$ cat config.mk
export PLATFORM = sky130hd
export DESIGN_NAME = mac_batch_controller
export DESIGN_NICKNAME = d
export VERILOG_FILES = /design/src/rtl/mac_ctrl_pkg.sv /design/src/rtl/mac.sv /design/src/rtl/mac_batch_controller_quant.sv /design/src/rtl/sram_32x16.sv /design/src/rtl/mac_batch_controller.sv
export SDC_FILE = /design/constraint.sdc
export NUM_CORES = 1
export LEC_CHECK = 0
export ABC_AREA = 1
export BUFFER_PORTS_ARGS = -buffer_cell sky130_fd_sc_hd__buf_2
export CAP_MARGIN = 20
export CORE_MARGIN = 10
export CORE_UTILIZATION = 55
export DETAILED_ROUTE_END_ITERATION = 8
export GPL_TIMING_DRIVEN = 0
export PLACE_DENSITY = 0.69
export SETUP_SLACK_MARGIN = 0.05
export SYNTH_ARGS = -nofsm -noshare
export SYNTH_HDL_FRONTEND = slang
export SYNTH_SLANG_ARGS = --single-unit
$ cat constraint.sdc
create_clock -name clk -period 6 [get_ports clk]
set_input_delay 1.8 -clock clk [delete_from_list [all_inputs] [get_ports clk]]
set_output_delay 1.8 -clock clk [all_outputs]
set_load 0.005 [all_outputs]
$ cat src/rtl/mac_ctrl_pkg.sv
`default_nettype none
// ============================================================================
//  Module      : mac_ctrl_pkg
//  Description : Shared state encoding and operand layout for the MAC batch
//                controller.
//  Revision    : 1.0  initial release
// ============================================================================
package mac_ctrl_pkg;

   typedef enum logic [2:0] {
      S_IDLE     = 3'd0,
      S_LOAD     = 3'd1,
      S_RD_ISSUE = 3'd2,
      S_RD_WAIT  = 3'd3,
      S_RUN      = 3'd4,
      S_SEND     = 3'd5,
      S_DONE     = 3'd6
   } state_t;

   localparam logic [3:0] DUMP_ADDR = 4'hF;

   localparam int OPND_W = 8;
   localparam int A_LSB  = 0;
   localparam int B_LSB  = 8;
   localparam int C_LSB  = 16;

endpackage
`default_nettype wire

$ cat src/rtl/mac.sv
`default_nettype none
// ============================================================================
//  Module      : mac
//  Description : Signed multiply-accumulate A*B+C, two cycles after en rises;
//                done stays high until en drops.
//  Revision    : 1.0  initial release
// ============================================================================
module mac #(
   parameter int A_BITWIDTH   = 8,
   parameter int OUT_BITWIDTH = 16
) (
   input  logic                    clk,
   input  logic                    rstn,
   input  logic                    en,
   input  logic [A_BITWIDTH-1:0]   data_a,
   input  logic [A_BITWIDTH-1:0]   data_b,
   input  logic [A_BITWIDTH-1:0]   data_c,
   output logic                    done,
   output logic [OUT_BITWIDTH-1:0] result
);

   localparam int EXT_W = OUT_BITWIDTH - A_BITWIDTH;

   logic [OUT_BITWIDTH-1:0] a_ext, b_ext, c_ext, sum;
   logic                    stage;

   assign a_ext = {{EXT_W{data_a[A_BITWIDTH-1]}}, data_a};
   assign b_ext = {{EXT_W{data_b[A_BITWIDTH-1]}}, data_b};
   assign c_ext = {{EXT_W{data_c[A_BITWIDTH-1]}}, data_c};
   assign sum   = a_ext * b_ext + c_ext;

   always_ff @(posedge clk or negedge rstn) begin
      if (!rstn) begin
         stage  <= 1'b0;
         done   <= 1'b0;
         result <= '0;
      end else if (!en) begin
         stage <= 1'b0;
         done  <= 1'b0;
      end else if (!done) begin
         if (!stage) begin
            stage <= 1'b1;
         end else begin
            result <= sum;
            done   <= 1'b1;
         end
      end
   end

endmodule
`default_nettype wire

$ cat src/rtl/mac_batch_controller_quant.sv
`default_nettype none
// ============================================================================
//  Module      : mac_quant
//  Description : Saturating 16-to-8 bit quantizer; keeps sign, takes [12:6].
//  Revision    : 1.0  initial release
// ============================================================================
module mac_quant (
   input  logic [15:0] result,
   output logic [7:0]  quant
);

   assign quant[7]   = result[15];
   assign quant[6:0] = (|result[14:13]) ? 7'h7F : result[12:6];

endmodule
`default_nettype wire

$ cat src/rtl/sram_32x16.sv
`default_nettype none
// ============================================================================
//  Module      : sram_32x16
//  Description : 16-entry x 32-bit single-port RAM, one-cycle registered read.
//  Revision    : 1.0  initial release
// ============================================================================
module sram_32x16 (
   input  logic        clk,
   input  logic        en,
   input  logic        we,
   input  logic [3:0]  addr,
   input  logic [31:0] din,
   output logic [31:0] dout
);

   logic [31:0] mem [16];

   // dout only changes on a read, so it stays valid for any longer wait
   always_ff @(posedge clk) begin
      if (en) begin
         if (we) mem[addr] <= din;
         else    dout      <= mem[addr];
      end
   end

endmodule
`default_nettype wire

$ cat src/rtl/mac_batch_controller.sv
`default_nettype none
// ============================================================================
//  Module      : mac_batch_controller
//  Description : Buffers a batch of operand words in BRAM, then runs each
//                through the MAC and streams quantized results in order.
//  Revision    : 1.0  initial release
// ============================================================================
module mac_batch_controller
   import mac_ctrl_pkg::*;
#(
   parameter int DEPTH  = 15,
   parameter int RD_LAT = 1
) (
   input  logic        clk,
   input  logic        rstn,
   input  logic        r_valid,
   input  logic        r_last,
   input  logic [31:0] in_data,
   output logic        r_ready,
   output logic [7:0]  out_data,
   output logic        t_valid,
   input  logic        t_ready,
   output logic        busy,
   output logic [3:0]  count
);

   localparam logic [3:0] LAST_SLOT = 4'(DEPTH - 1);
   localparam logic [3:0] FULL      = 4'(DEPTH);
   localparam logic [3:0] WAIT_LAST = 4'(RD_LAT - 1);

   state_t      state, state_nxt;
   logic        ready_en;
   logic [3:0]  rp, rd_wait;
   logic [7:0]  data_a, data_b, data_c;
   logic        mac_en, mac_done;
   logic [15:0] mac_result;
   logic [7:0]  quant;
   logic        bram_en, we, accept;
   logic [3:0]  addr;
   logic [31:0] din, dout;

   always_comb begin
      r_ready = 1'b0;
      case (state)
         S_IDLE:  r_ready = ready_en;
         S_LOAD:  r_ready = (count != FULL);
         default: r_ready = 1'b0;
      endcase
      accept  = r_valid & r_ready;
      t_valid = (state == S_SEND);
      busy    = (state != S_IDLE);
   end

   // BRAM parks on the dump address whenever it is not in use
   always_comb begin
      bram_en = 1'b0;
      we      = 1'b0;
      addr    = DUMP_ADDR;
      din     = '0;
      if (accept) begin
         bram_en = 1'b1;
         we      = 1'b1;
         addr    = count;
         din     = in_data;
      end else if (state == S_RD_ISSUE) begin
         bram_en = 1'b1;
         addr    = rp;
      end
   end

   always_comb begin
      state_nxt = state;
      case (state)
         S_IDLE, S_LOAD: begin
            if (accept) begin
               if (r_last || count == LAST_SLOT) state_nxt = S_RD_ISSUE;
               else                              state_nxt = S_LOAD;
            end
         end
         S_RD_ISSUE: state_nxt = S_RD_WAIT;
         S_RD_WAIT:  if (rd_wait == WAIT_LAST) state_nxt = S_RUN;
         S_RUN:      if (mac_en && mac_done) state_nxt = S_SEND;
         S_SEND: begin
            if (t_ready) state_nxt = ((rp + 4'd1) < count) ? S_RD_ISSUE : S_DONE;
         end
         S_DONE:     state_nxt = S_IDLE;
         default:    state_nxt = S_IDLE;
      endcase
   end

   always_ff @(posedge clk or negedge rstn) begin
      if (!rstn) state <= S_IDLE;
      else       state <= state_nxt;
   end

   always_ff @(posedge clk or negedge rstn) begin
      if (!rstn) begin
         ready_en <= 1'b0;
         count    <= '0;
         rp       <= '0;
         rd_wait  <= '0;
         data_a   <= '0;
         data_b   <= '0;
         data_c   <= '0;
         mac_en   <= 1'b0;
         out_data <= '0;
      end else begin
         ready_en <= 1'b1;
         if (accept) count <= count + 4'd1;
         case (state)
            S_RD_WAIT: begin
               rd_wait <= rd_wait + 4'd1;
               if (rd_wait == WAIT_LAST) begin
                  rd_wait <= '0;
                  data_a  <= dout[A_LSB +: OPND_W];
                  data_b  <= dout[B_LSB +: OPND_W];
                  data_c  <= dout[C_LSB +: OPND_W];
                  mac_en  <= 1'b1;
               end
            end
            S_RUN: begin
               if (mac_en && mac_done) begin
                  mac_en   <= 1'b0;
                  out_data <= quant;
               end
            end
            S_SEND: if (t_ready) rp <= rp + 4'd1;
            S_DONE: begin
               count <= '0;
               rp    <= '0;
            end
            default: ;
         endcase
      end
   end

   sram_32x16 u_sram (
      .clk  (clk),
      .en   (bram_en),
      .we   (we),
      .addr (addr),
      .din  (din),
      .dout (dout)
   );

   mac #(
      .A_BITWIDTH   (8),
      .OUT_BITWIDTH (16)
   ) u_mac (
      .clk    (clk),
      .rstn   (rstn),
      .en     (mac_en),
      .data_a (data_a),
      .data_b (data_b),
      .data_c (data_c),
      .done   (mac_done),
      .result (mac_result)
   );

   mac_quant u_quant (
      .result (mac_result),
      .quant  (quant)
   );

endmodule
`default_nettype wire

==> results_dict.tcl <==
set metrics [dict create \
    min_period_ns 5.04 \
    syn_area_um2 22800 \
    power.leakage_nw 11.5 \
    max_cap_violations 0 \
    synthTopCellsByArea "edfxtp_1 54%, nand2_1 17%, dfrtp_1 6.7%" \
    area_delta_synth_final_pct 12.2 \
    antenna_found_initial 1 \
    synthTopCellsByCount "1,051 x nand2_1, 408 x edfxtp_1, 220 x nand3_1, 204 x inv_1, 66 x nor2_1" \
    numCtsBuffers 49 \
    start_kind "register" \
    port_buffers 43 \
    core_area_um2 40900 \
    num_antenna_cells 0 \
    synth-main-ff-cell "edfxtp_1" \
    cts.sinks 469 \
    die_area_um2 50000 \
    yosysMostFrequentCell "nand2_1" \
    dr.pass1.iters 5 \
    finalCritPeriodShare_pct 84.0 \
    holdCritPathClass "reg -> reg" \
    final_cell_area_um2 25600 \
    cts_resized 0 \
    synthArstFlopShare_pct 13.0 \
    ctsHoldBuffers 0 \
    synth_top_area_share_pct 53.7 \
    initial_core_util_pct 55.7 \
    syn_inst 2331 \
    syn_area_per_cell_um2 9.78 \
    max_freq_mhz 198 \
    num_io_pins 52 \
    synth-seq-cells 469 \
    final_nets 2589 \
    setup_ws_ns 0.959 \
    dp_hpwl_um 42300 \
    vias 16600 \
    arrival_ns 5.56 \
    wire_per_inst_um 20.0 \
    num_rows 74 \
    placed_area_um2 24000 \
    synth.distinct_cells 40 \
    worstSetupPathType "reg -> reg" \
    post-place-ws_ns 0.981 \
    fin_util_pct 62.5 \
    die_y_um 224 \
    ant_nets 0 \
    p_per_area_nw_per_um2 620 \
    htreeDepth 2 \
    remaining_drc_errors 0 \
    routed_wl_um 60300 \
    drt-initial-drc-count 1769 \
    worstMarginPinSlew_ns 1.01 \
    peakVddDrop_mv 0.555 \
    ys_seq_area_share_pct 60.4 \
    drv_slew 0 \
    end_kind "register" \
    maxSlewHeadroom_pct 32.2 \
    gp_congestion 0.904 \
    grt_max_degree 33 \
    hold_violations 0 \
    drive_above_1_share_pct 9.12 \
    insertion_delay_ns 0.61 \
    crit_required_ns 6.51 \
    cts_buffer_depth 3 \
    viasPerCell 5.48 \
    grt_setup_unrepaired "false" \
    tns_ns 0 \
    yosys.area.top_type "edfxtp_1" \
    fin_skew_ns 0.0307 \
    run_status "finished clean" \
    clkSlewWorstSetupHoldPaths_ns 0.06 \
    synth_edf_count 408 \
    synth.net_count 2469 \
    first_global_vias 16500 \
    gr-total-overflow 0 \
    setup_viol 0 \
    cp_max_fo 10 \
    cts-root-buf "clkbuf_16" \
    chipWidth_um 224 \
    grt_pass1_wl_um 93300 \
    cts_tree "built" \
    post_cts_buffers 0 \
    grt_usage_pct 24.1 \
    ys_warn_count 0 \
]
[final timing paths]
| path | cells after the start | from | end | slack, ns |
|---|---|---|---|---|
| min | 2 | u_sram.dout[11] | data_b[3] | 0.45 |
| max | 18 | data_b[7] | u_mac.result[11] | 0.96 |
| max in group asynchronous | 2 | rstn | data_a[7] | 4.11 |
| min reg2reg | 2 | u_sram.dout[11] | data_b[3] | 0.45 |
| max reg2reg | 18 | data_b[7] | u_mac.result[11] | 0.96 |
| min in group asynchronous | 1 | rstn | count[1] | 1.27 |
[through the flow]
step	hold WS [ns]	std cells	total power, W
after detailed placement	0.439	2926	0.0130
after global placement	0.428	2906	0.0126
after global routing	0.476	3022	0.0173
final	0.448	3022	0.0158
after floorplan	0.425	2331	0.0105
after CTS	0.451	3016	0.0159
[layer usage]
metal,wire (um),global-route usage [%],vias to the layer above
li1,-,-,7738
met1,23100,30.0,7872
met2,29500,41.3,785
met3,5570,4.18,159
met4,2210,9.52,0
met5,0,0,-
[cells by family after synthesis]
kind of cell             Yosys count  synth area share (%)
AND/OR/NAND/NOR                 1361                  23.9
flip-flops                       469                  60.4
buffers and inverters            330                  6.16
adder cells (fa/ha/maj)          101                  7.59
AO/OA/AOI/OAI                     59                  1.50
XOR/XNOR                          10                 0.384
other                              1                0.0165
[power breakdown]
part / switching (W) / internal, W
Clock: 0.00127 / 0.00160
Sequential: 0.000147 / 0.00408
Combinational: 0.00579 / 0.00294
[sequential cells by signal, summed over array words and instances (netlist names)]
signal	count
data_a	8
state	3
mac_en	1
u_sram.dout	24
out_data	8
data_c	8
u_mac.result	10
rd_wait	4
rp	4
ready_en	1
data_b	8
u_sram.mem	384
u_mac.done	1
count	4
u_mac.stage	1
[area by class of cell]
cell class | instances | area (um2)
buffer | 115 | 597
tap | 532 | 666
timing repair buffer | 69 | 488
fill | 3273 | 15400
clock inverter | 19 | 165
multi-input combinational | 1532 | 7730
sequential | 469 | 13800
inverter | 215 | 807
clock buffer | 71 | 1340
[cells in the final DEF (no fill, tap or decap), types with 2 or more instances in the layout]
master,n
or2_2,3
nand2_1,1051
nand4_1,5
buf_2,79
clkbuf_1,64
xnor2_1,4
buf_6,21
o21bai_1,2
nor2_2,4
o22ai_1,3
nor3_1,4
dfrtp_1,61
o21ai_0,30
nand2_2,2
nand3_1,220
xor2_1,6
inv_2,8
a211oi_1,3
buf_8,2
buf_1,15
a31oi_1,5
clkinv_1,7
inv_1,204
a21oi_1,13
clkbuf_16,49
nor2_1,50
fa_1,62
edfxtp_1,408
clkinv_2,9
nor2_4,15
buf_4,20
ha_1,39
clkbuf_8,3
[worst max-delay path: stages (launching register included)]
cell and delay, ns:
dfrtp_1 0.32, clkinv_1 0.30, or2_2 0.41, fa_1 0.46, fa_1 0.49, inv_1 0.05
fa_1 0.45, fa_1 0.51, fa_1 0.41, ha_1 0.37, nand2_1 0.07, inv_1 0.11
nand3_1 0.07, o21ai_0 0.45, nand2_1 0.11, nand2_1 0.09, or2_2 0.10, nand3_1 0.11
nand2_1 0.10
No activity file was read; power rests on OpenSTA's default activity.
